===== src/rtl/muldiv_unit.sv =====
// muldiv_unit: iterative multiply/divide unit owning the architectural HI/LO registers.
// Executes MULTU/MULT (radix-2 shift-add) and DIVU/DIV (restoring), one result bit per
// cycle. Every operation takes WIDTH+1 cycles from start to result.
//
// Ports:
//   clk    rising-edge clock
//   rst    synchronous, active-high reset
//   start  launch an operation (sampled only when idle)
//   op     00 MULTU, 01 MULT, 10 DIVU, 11 DIV
//   a, b   rs / rt operands (multiplicand/dividend, multiplier/divisor)
//   mthi   write wdata to HI (idle and no start only)
//   mtlo   write wdata to LO (idle and no start only)
//   wdata  MTHI/MTLO data
//   busy   high whenever an operation is in flight
//   done   one-cycle pulse; hi/lo already hold the new result
//   hi, lo architectural HI/LO registers
module muldiv_unit #(
  parameter int unsigned WIDTH = 32
) (
  input  logic             clk,
  input  logic             rst,
  input  logic             start,
  input  logic [1:0]       op,
  input  logic [WIDTH-1:0] a,
  input  logic [WIDTH-1:0] b,
  input  logic             mthi,
  input  logic             mtlo,
  input  logic [WIDTH-1:0] wdata,
  output logic             busy,
  output logic             done,
  output logic [WIDTH-1:0] hi,
  output logic [WIDTH-1:0] lo
);

  localparam int unsigned CntW = $clog2(WIDTH);
  localparam logic [CntW-1:0] CntLast = CntW'(WIDTH - 1);

  typedef enum logic [1:0] {StIdle, StCalc, StFix} state_e;

  state_e           state_q, state_d;
  logic             is_div_q, is_div_d;
  logic             neg_q, neg_d;          // product / quotient needs negation
  logic             rem_neg_q, rem_neg_d;  // remainder takes the dividend's sign
  logic             div0_q, div0_d;
  logic [WIDTH-1:0] a_orig_q, a_orig_d;
  logic [WIDTH-1:0] mcand_q, mcand_d;      // multiplicand or divisor magnitude
  logic [WIDTH-1:0] acc_q, acc_d;          // upper product half or partial remainder
  logic [WIDTH-1:0] mreg_q, mreg_d;        // multiplier / lower product, or quotient
  logic [CntW-1:0]  cnt_q, cnt_d;
  logic [WIDTH-1:0] hi_q, hi_d;
  logic [WIDTH-1:0] lo_q, lo_d;
  logic             done_q, done_d;

  // Operand magnitudes; the most negative value maps to itself, read as unsigned.
  logic             sign_a, sign_b;
  logic [WIDTH-1:0] mag_a, mag_b;

  assign sign_a = op[0] & a[WIDTH-1];
  assign sign_b = op[0] & b[WIDTH-1];
  assign mag_a  = sign_a ? (-a) : a;
  assign mag_b  = sign_b ? (-b) : b;

  // Multiply step: conditional add into the upper half, carry lands in the MSB after shift.
  logic [WIDTH-1:0] add_v;
  logic [WIDTH:0]   sum;

  assign add_v = mreg_q[0] ? mcand_q : '0;
  assign sum   = {1'b0, acc_q} + {1'b0, add_v};

  // Divide step: shift {rem, quot} left, then trial-subtract at W+1 bits.
  logic [WIDTH:0] shifted;
  logic [WIDTH:0] diff;

  assign shifted = {acc_q, mreg_q[WIDTH-1]};
  assign diff    = shifted - {1'b0, mcand_q};

  logic [2*WIDTH-1:0] prod, prod_neg;

  assign prod     = {acc_q, mreg_q};
  assign prod_neg = -prod;

  always_comb begin
    state_d   = state_q;
    is_div_d  = is_div_q;
    neg_d     = neg_q;
    rem_neg_d = rem_neg_q;
    div0_d    = div0_q;
    a_orig_d  = a_orig_q;
    mcand_d   = mcand_q;
    acc_d     = acc_q;
    mreg_d    = mreg_q;
    cnt_d     = cnt_q;
    hi_d      = hi_q;
    lo_d      = lo_q;
    done_d    = 1'b0;

    unique case (state_q)
      StIdle: begin
        if (start) begin
          // start wins over a simultaneous MT write
          is_div_d  = op[1];
          neg_d     = sign_a ^ sign_b;
          rem_neg_d = sign_a;
          div0_d    = (b == '0);
          a_orig_d  = a;
          mcand_d   = op[1] ? mag_b : mag_a;
          mreg_d    = op[1] ? mag_a : mag_b;
          acc_d     = '0;
          cnt_d     = '0;
          state_d   = StCalc;
        end else begin
          if (mthi) hi_d = wdata;
          if (mtlo) lo_d = wdata;
        end
      end

      StCalc: begin
        cnt_d = cnt_q + CntW'(1);
        if (is_div_q) begin
          if (!diff[WIDTH]) begin
            acc_d  = diff[WIDTH-1:0];
            mreg_d = {mreg_q[WIDTH-2:0], 1'b1};
          end else begin
            acc_d  = shifted[WIDTH-1:0];
            mreg_d = {mreg_q[WIDTH-2:0], 1'b0};
          end
        end else begin
          acc_d  = sum[WIDTH:1];
          mreg_d = {sum[0], mreg_q[WIDTH-1:1]};
        end
        if (cnt_q == CntLast) state_d = StFix;
      end

      StFix: begin
        if (!is_div_q) begin
          {hi_d, lo_d} = neg_q ? prod_neg : prod;
        end else if (div0_q) begin
          hi_d = a_orig_q;
          lo_d = '1;
        end else begin
          lo_d = neg_q ? (-mreg_q) : mreg_q;
          hi_d = rem_neg_q ? (-acc_q) : acc_q;
        end
        done_d  = 1'b1;
        state_d = StIdle;
      end

      default: state_d = StIdle;
    endcase
  end

  always_ff @(posedge clk) begin
    if (rst) begin
      state_q   <= StIdle;
      is_div_q  <= 1'b0;
      neg_q     <= 1'b0;
      rem_neg_q <= 1'b0;
      div0_q    <= 1'b0;
      a_orig_q  <= '0;
      mcand_q   <= '0;
      acc_q     <= '0;
      mreg_q    <= '0;
      cnt_q     <= '0;
      hi_q      <= '0;
      lo_q      <= '0;
      done_q    <= 1'b0;
    end else begin
      state_q   <= state_d;
      is_div_q  <= is_div_d;
      neg_q     <= neg_d;
      rem_neg_q <= rem_neg_d;
      div0_q    <= div0_d;
      a_orig_q  <= a_orig_d;
      mcand_q   <= mcand_d;
      acc_q     <= acc_d;
      mreg_q    <= mreg_d;
      cnt_q     <= cnt_d;
      hi_q      <= hi_d;
      lo_q      <= lo_d;
      done_q    <= done_d;
    end
  end

  assign busy = (state_q != StIdle);
  assign done = done_q;
  assign hi   = hi_q;
  assign lo   = lo_q;

endmodule


===== config.mk =====
export PLATFORM = sky130hd
export DESIGN_NAME = muldiv_unit
export DESIGN_NICKNAME = d
export VERILOG_FILES = /design/src/rtl/muldiv_unit.sv
export SDC_FILE = /design/constraint.sdc
export NUM_CORES = 1
export LEC_CHECK = 0
export CAP_MARGIN = 30
export CORE_MARGIN = 10
export CORE_UTILIZATION = 30
export CTS_BUF_LIST = sky130_fd_sc_hd__clkbuf_4 sky130_fd_sc_hd__clkbuf_8
export CTS_CLUSTER_SIZE = 30
export DETAILED_ROUTE_END_ITERATION = 12
export GPL_TIMING_DRIVEN = 0
export PLACE_DENSITY = 0.58
export SETUP_SLACK_MARGIN = 0.5
export SYNTH_ARGS = -nofsm -noshare
export SYNTH_HDL_FRONTEND = slang
export SYNTH_SLANG_ARGS = --single-unit

===== constraint.sdc =====
create_clock -name clk -period 4.2 [get_ports clk]
set_input_delay 0.84 -clock clk [delete_from_list [all_inputs] [get_ports clk]]
set_output_delay 0.84 -clock clk [all_outputs]
set_load 0.005 [all_outputs]

# Word-level counts from Yosys, hierarchy flattened
# Cells that the tools add are included.
# totals
register_bits	204
inputBits	103
out_inout_bits	66
wordCells	74
# classes
n_addsub	8
eq_ne	8
muxes	32
n_bitwise	3
reduce_logical	10
# ops
operator	n
2-to-1 mux 32 bit	20
case mux 32 bit (2 select lines)	4
negation 32 bit	4
2-to-1 mux 64 bit	1
negation 64 bit	1
adder 32 x 32 -> 33 bit	1
subtractor 33 x 32 -> 33 bit	1
zero test 32 bit	1
!= test 2 bit (second input constant)	5
case mux 5 bit (2 select lines)	1
AND reduction 2 bit	3
AND reduction 3 bit	2
nonzero test 2 bit	3
adder 5 x 1 -> 5 bit (second input constant)	1
equality test 5 bit (second input constant)	1
2-to-1 mux 5 bit	1
2-to-1 mux 2 bit	2
case mux 2 bit (2 select lines)	1
AND 1 bit	2
equality test 2 x 1 -> 1 bit (second input constant)	1
equality test 2 bit (second input constant)	1
zero test 2 bit	1
2-to-1 mux 1 bit	2
XOR 1 bit	1

# Logic depth before layout (Yosys ltp)
# Gate-level depths: netlist of the first run.
# logic_depth
ltp_word	5
depth_mapped	14
depth_no_buf	13

# Worst setup path after synthesis of the first run
# OpenSTA, ideal clock, no wires.
# synth_path
path_type	register to register
from	register acc_q[0]
to	register acc_q[28]
setup_ns	0.140
arrival_ns	3.082
required_time_ns	4.060
setup_slack_ns	0.978
path_stages_with_launch	14
n_path_buf	3
period_less_slack_ns	3.222
cell_sequence	dfxtp_1 clkbuf_1 inv_1 fa_1 nand2b_1 a21o_1 a211o_1 o2111ai_1 nand2_1 xnor2_1 buf_2 buf_2 mux2i_1 o221ai_1
# synth_between
elab_chain_len	4
word_cells_on_any_way	5
classes_between	add/sub (2); mux (3)
# synth_rtl
item	line	source
from (decl)	47	logic [WIDTH-1:0] acc_q, acc_d;
from (signal assigned)	161	acc_q <= '0;
from (signal assigned)	175	acc_q <= acc_d;
subtractor 33 x 32 -> 33 bit	75	assign diff = shifted - {1'b0, mcand_q};
2-to-1 mux 32 bit	120	if (!diff[WIDTH]) begin
2-to-1 mux 32 bit *	119	if (is_div_q) begin
case mux 32 bit (2 select lines) *	97	unique case (state_q)
# Mark *: on every way between the ends. The rest lies on a longest branch, timed or not.
# A chain may end at the register's enable or synchronous reset.

# Worst setup path after layout of the first run
# layout_path
from	register mcand_q[14]
to	register acc_q[30]
# layout_between
elab_chain_len	4
word_cells_on_any_way	6
classes_between	add/sub (2); mux (4)
# layout_rtl
item	line	source
from (decl)	46	logic [WIDTH-1:0] mcand_q, mcand_d;
from (signal assigned)	174	mcand_q <= mcand_d;
subtractor 33 x 32 -> 33 bit or 2-to-1 mux 32 bit (tied branches)	75, 67	
2-to-1 mux 32 bit or adder 32 x 32 -> 33 bit (tied branches)	120, 68	
2-to-1 mux 32 bit *	119	
case mux 32 bit (2 select lines) *	97	
# Marked as above.

==> results of run 1 <==
cell families after synthesis:
family / synth area share
buffers and inverters: 0.0567
AND/OR/NAND/NOR: 0.218
AO/OA/AOI/OAI: 0.296
multiplexers: 0.0427
flip-flops: 0.247
adder cells (fa/ha/maj): 0.0553
XOR/XNOR: 0.0847
metal layers:
metal,track usage,vias to the layer above,share of wire
li1,-,8830,-
met1,0.365,9665,0.43
met2,0.424,1029,0.44
met3,0.0532,186,0.087
met4,0.118,0,0.046
met5,0,-,0
per-stage QoR:
step           area [µm²]  setup TNS [ns]
4_1_cts             20200               0
3_3_place_gp        19100          -15.17
6_report            20400               0
2_1_floorplan       16500               0
5_1_grt             20400               0
3_5_place_dp        19100          -14.62
timing repair:
item | CTS | global route
pin swaps | 9 | 3
endpoints found under the setup margin | 53 | 40
buffers inserted | 3 | 5
resized for setup | 47 | 34
layout make-up:
type                            instances  area, µm²
Fill cell                            5851      34500
Multi-Input combinational cell       1840      11700
Sequential cell                       204       4100
Timing Repair Buffer                  181       1790
Tap cell                              704        881
Clock buffer                           58        761
Buffer                                175        722
Inverter                               71        270
Clock inverter                         15       96.3
Antenna cell                            2       5.00
state kept, by name (all words and copies together), names as in the netlist:
register	count
a_orig_q	32
acc_q	32
cnt_q	5
div0_q	1
done	1
hi	32
is_div_q	1
lo	32
mcand_q	32
mreg_q	32
neg_q	1
rem_neg_q	1
state_q	2
critical path, stage by stage, from the launching register on:
cell and delay [ns]:
dfxtp_1 0.44, inv_1 0.12, ha_1 0.40, nand4_1 0.24
or2_2 0.35, a211o_1 0.30, o2111ai_2 0.28, nand2_2 0.15
xnor2_4 0.33, nand4_1 0.31, a311o_1 0.44, a211oi_1 0.23
layout by cell type (no fill, tap or decap), drive strengths merged, types with 10 or more instances in the layout:
cell type      instances
a21oi                245
or2                   12
a22oi                 17
nand3                 46
nand2b                25
a21o                  12
a221oi                19
clkbuf               213
buf                   34
ha                    70
dfxtp                204
o21a                  13
a2111oi               13
o211ai                41
and2                  14
o21ai                154
xor2                  56
nor3                  56
nand2                296
a31oi                 24
o31ai                 26
or3                   23
xnor2                104
nor4                  22
inv                   73
clkinv                11
or4                   15
o221ai                44
nor2                 184
nor2b                 20
mux2i                 65
o22ai                 14
nand4                 19
clkdlybuf4s50        167
a211oi                72
and3                  18
nor3b                 10
o41ai                 10
worst paths after layout:
path | start | end | slack (ns) | depth (start not counted)
setup / recovery | mcand_q[14] | acc_q[30] | 0.50 | 11
hold / removal | lo[10] | lo[10] | 0.45 | 2
setup reg to reg | mcand_q[14] | acc_q[30] | 0.50 | 11
hold reg to reg | lo[10] | lo[10] | 0.45 | 2
power breakdown:
group          internal [µW]  total, µW  switching, µW
registers               2060       2200            145
logic                    728       2060           1330
clock network           1180       2240           1050
total                   3970       6490           2530
==> metrics.md, run 1 <==
| Metric | Value |
|---|---|
| Hold Slack | `approximately 0.45 ns` |
| Yosys cell types | `77` |
| Total GRT Usage | `0.274` |
| Hold Buf Count CTS | `0` |
| Place WS | `-0.819 ns` |
| Grt total ovfl | `0` |
| Fin. Hold Viols | `0` |
| Max Cap Violations | `0` |
| Slew @ Worst Pin | `around 1.1 ns` |
| Synth Area per Inst | `approximately 7.2 µm²` |
| Die Ht | `255 µm` |
| Worst Skew | `about 0.042 ns` |
| Synth area leader | `dfxtp_1` |
| Sink Count | `204` |
| Top Ports | `around 170` |
| Final WL | `92.5 mm` |
| Worst Setup End Kind | `flop` |
| Site row count | `86` |
| Cell Pwr Density | `roughly 320 mW/mm²` |
| Yosys warns | `0` |
| Worst VDD drop | `roughly 0.28 mV` |
| Number of flops mapped to enable cells by yosys | `0` |
| Post-route ant nets | `0` |
| Flops & latches, synth | `about 200` |
| Final core occ | `0.371` |
| DR iter-0 viols | `2257` |
| First-pass GRT wire length | `between 100 and 150 mm` |
| Syn nets | `2465` |
| Cell count after synthesis | `2290` |
| Async SR Flop Fraction | `0` |
| Overall die area | `about 0.065 mm²` |
| DP HPWL | `between 70 and 80 mm` |
| Leading post-synthesis cells by cell area | `dfxtp_1 (25%), a21oi_1 (7.4%), nand2_1 (6.7%)` |
| Most used DFF post-synth | `dfxtp_1` |
| DR DRC count | `0` |
| H-Tree Depth | `2` |
| Min Tclk post-route | `between 3 and 4 ns` |
| Fmax | `between 0.2 and 0.3 GHz` |
| Largest net degree at the start of global routing | `13` |
| Critical path required time | `roughly 4.8 ns` |
| Area Growth Syn to Fin | `23.0%` |
| Finish-stage setup viols | `0` |
| Starting density of the core | `0.302` |
| First-pass DRT Iterations | `5` |
| Vias per cell | `between 6 and 7` |
| Final WS setup | `about 0.5 ns` |
| Cell count after placement | `3165` |
| Root Buffer | `clkbuf_8` |
| Share of the synthesized area in the top cell type | `0.247` |
| IO buf count | `between 150 and 200` |
| Register area share after synthesis | `0.247` |
| Outcome | `completed` |
| Crit-path max FO | `6` |
| Initial antenna violation count | `1` |
| Total chip power | `~6500 µW` |
| Drt wl/cell | `about 28 µm` |
| CTS tree | `done` |
| Core ar. | `about 0.055 mm²` |
| Critical path class | `flop to flop` |
| Slew Limit Fails | `0` |
| Vias in the first global route | `~18000` |
| Nets@finish | `between 2000 and 3000` |
| Period utilization | `0.881` |
| Layout Cells excl Fill | `around 3300` |
| Num CTS Buffers | `41` |
| Routability cong. | `between 1 and 1.5` |
| Slew headroom | `0.248` |
| Unrepaired setup endpoints after global routing | `yes` |
| Worst hold path class | `flop to flop` |
| Startpoint types | `flop` |
| Commonest cells in the netlist | `nand2_1 (296), a21oi_1 (245), dfxtp_1 (204)` |
| Clk slew on worst S/H paths | `about 0.070 ns` |
| Clock latency on the worst-skew pair | `between 0.6 and 0.7 ns` |
| Layout cells sized above 1 | `0.0688` |
| Leak Pwr | `just over 0.007 µW` |
| Die boundary width | `approximately 250 µm` |
| Critical Path AT | `~4.3 ns` |
| Most common cell in the netlist | `nand2_1` |
| Cell area after synthesis | `about 0.017 mm²` |
| CTS max path bufs | `3` |
| Via count | `approximately 20000` |
No activity file was read; power rests on OpenSTA's default activity.
==> inputs of run 2 (changes only) <==
--- a/config.mk
+++ b/config.mk
@@ -9,6 +9,7 @@
 export CORE_MARGIN = 10
 export CORE_UTILIZATION = 30
 export CTS_BUF_LIST = sky130_fd_sc_hd__clkbuf_4 sky130_fd_sc_hd__clkbuf_8
+export CTS_CLUSTER_DIAMETER = 200
 export CTS_CLUSTER_SIZE = 30
 export DETAILED_ROUTE_END_ITERATION = 12
 export GPL_TIMING_DRIVEN = 0
==> run 2 against run 1 <==
First-iteration DRC count is 8.0% higher. Die area stayed put. Combinational power hardly changed. Sequential share of layout area is 0.66 points higher. Count of clock-buffer cells in the layout is 47 lower. Sequential power hardly changed. Utilization is 1.2 points lower. Register-to-register slack better by 0.03 ns. Critical path depth is 1 higher. Largest power group is now registers.
==> metrics.md, run 2 (synthesis results as in run 1) <==
| Metric | Value |
|---|---|
| Critical path class | `flop to flop` |
| Outcome | `completed` |
| Cell Pwr Density | `264 mW/mm² (-17%)` |
| Slew headroom | `0.268 (+0.0201)` |
| Vias in the first global route | `18100 (-1.7%)` |
| Max Cap Violations | `0 (unchanged)` |
| Top Ports | `169 (unchanged)` |
| First-pass DRT Iterations | `6 (+1)` |
| Hold Buf Count CTS | `0 (unchanged)` |
| Vias per cell | `6.09 (+0.46%)` |
| Switching power total | `2170 µW (-14%)` |
| Period utilization | `0.873 (-0.00772)` |
| Min Tclk post-route | `3.67 ns (-0.0324 ns)` |
| Fmax | `0.273 GHz (+0.88%)` |
| DR iter-0 viols | `2437 (+8.0%)` |
| Routability cong. | `1.02 (unchanged)` |
| Startpoint types | `flop` |
| Crit-path max FO | `8 (+2)` |
| Worst Skew | `0.0720 ns (+0.0298 ns)` |
| Die boundary width | `255 µm (unchanged)` |
| Finished Cell Area | `0.0197 mm² (-3.2%)` |
| Pint | `3040 µW (-23%)` |
| Core ar. | `0.0549 mm² (unchanged)` |
| Critical path required time | `4.70 ns (-0.05 ns)` |
| M1 GR Usage | `0.362 (-0.00287)` |
| GRT met3 Usage | `0.0541 (+0.000914)` |
| Nets@finish | `2659 (-1.1%)` |
| Finish-stage setup viols | `0 (unchanged)` |
| Place WS | `-0.819 ns (unchanged)` |
| Die Ht | `255 µm (unchanged)` |
| Grt total ovfl | `0 (unchanged)` |
| DR DRC count | `0 (unchanged)` |
| Final core occ | `0.359 (-0.0118)` |
| Commonest cells after routing, fill and taps aside | `nand2_1 (293), a21oi_1 (244), dfxtp_1 (198)` |
| CTS max path bufs | `3 (unchanged)` |
| Critical Path AT | `4.17 ns (-0.08 ns)` |
| GR peak layer | `met2` |
| Worst VDD drop | `0.173 mV (-39%)` |
| Total GRT Usage | `0.270 (-0.00388)` |
| Starting density of the core | `0.302 (unchanged)` |
| Area Growth Syn to Fin | `19.1%` |
| Post-route ant nets | `0 (unchanged)` |
| Slew @ Worst Pin | `1.08 ns (-0.0298 ns)` |
| Sequential Power Share | `0.423 (+0.084)` |
| Clk slew on worst S/H paths | `0.23 ns (+0.16 ns)` |
| Area after DPL | `0.0191 mm² (unchanged)` |
| Leak Pwr | `0.00687 µW (-5.0%)` |
| Root Buffer | `clkbuf_8` |
| Met2 usage | `0.419 (-0.00544)` |
| Comb pwr share | `0.397 (+0.080)` |
| Num CTS Buffers | `10 (-76%)` |
| Fill count | `5883 (+0.55%)` |
| Clock latency on the worst-skew pair | `0.60 ns (-0.05 ns)` |
| Initial antenna violation count | `3 (+2)` |
| Drt wl/cell | `28.7 µm (+0.85%)` |
| Sink Count | `204 (unchanged)` |
| Worst hold path class | `flop to flop` |
| Final WS setup | `0.533 ns (+0.0324 ns)` |
| Final WL | `91.6 mm (-0.99%)` |
| Fin. Hold Viols | `0 (unchanged)` |
| Slew Limit Fails | `0 (unchanged)` |
| Layout cells sized above 1 | `0.0459 (-0.0229)` |
| IO buf count | `167 (unchanged)` |
| First-pass GRT wire length | `129 mm (-0.99%)` |
| Worst Setup End Kind | `flop` |
| Commonest non-fill, non-tap cell in the layout | `nand2_1` |
| Overall die area | `0.0650 mm² (unchanged)` |
| Net Sw Frac | `0.417 (+0.0282)` |
| H-Tree Depth | `1 (-1)` |
| DP HPWL | `74.0 mm (unchanged)` |
| Site row count | `86 (unchanged)` |
| Total chip power | `5210 µW (-20%)` |
| Largest net degree at the start of global routing | `31 (+18)` |
| Clock share of power | `0.180 (-0.164)` |
| Setup TNS | `0 ns (unchanged)` |
| CTS tree | `done` |
| Via count | `19400 (-1.4%)` |
| Unrepaired setup endpoints after global routing | `yes` |
run 2: critical path, stage by stage, from the launching register on:
cell and delay [ns]:
dfxtp_2 0.38, clkbuf_4 0.20, inv_1 0.12, fa_1 0.42, nand2b_2 0.24, a21o_4 0.26
a2111oi_1 0.50, a311oi_2 0.19, a31oi_2 0.30, or4_1 0.15, nand4_1 0.21, a311o_1 0.39
a211oi_1 0.23
run 2: metrics by stage:
step | instances | hold WS (ns)
finish | 3191 | 0.464
global placement | 3161 | 0.439
detailed placement | 3165 | 0.444
CTS | 3182 | 0.469
floorplan | 2290 | 0.429
global route | 3189 | 0.491
run 2: power by group through the flow:
stage / Sequential (µW) / Clock, µW / Combinational, µW
finish: 2200 / 939 / 2070
global route: 2210 / 987 / 2190
CTS: 2190 / 929 / 1970
detailed placement: 2230 / 0 / 1920
global placement: 2230 / 0 / 1920
floorplan: 2170 / 0 / 1140
run 2: what timing repair did:
item | CTS | global route
resized for setup | 39 | 44
pin swaps | 4 | 6
setup buffers | 5 | 5
endpoints found under the setup margin | 55 | 54
run 2: final timing paths:
check             slack [ns]  startpoint  cells after the start        end
setup reg to reg        0.53    acc_q[0]                     12  acc_q[30]
setup / recovery        0.53    acc_q[0]                     12  acc_q[30]
hold / removal          0.46       lo[8]                      2      lo[8]
hold reg to reg         0.46       lo[8]                      2      lo[8]
run 2: area by class of cell:
cell class              count  area, µm²  area share
diodes                      3       7.51    0.000381
inverters                  71        270      0.0137
multi-input cells        1840      11800       0.597
plain buffers             175        729      0.0370
repair buffers            182       1810      0.0917
clock inverters             1       8.76    0.000444
flip-flops and latches    204       4100       0.208
clock buffers              11        151     0.00768
well taps                 704        881      0.0447
run 2: routing by layer:
metal  up-vias  wire length, µm
li1       8753                -
met5         -               10
met3       172             8370
met4         2             4170
met1      9484            39200
met2      1031            39800
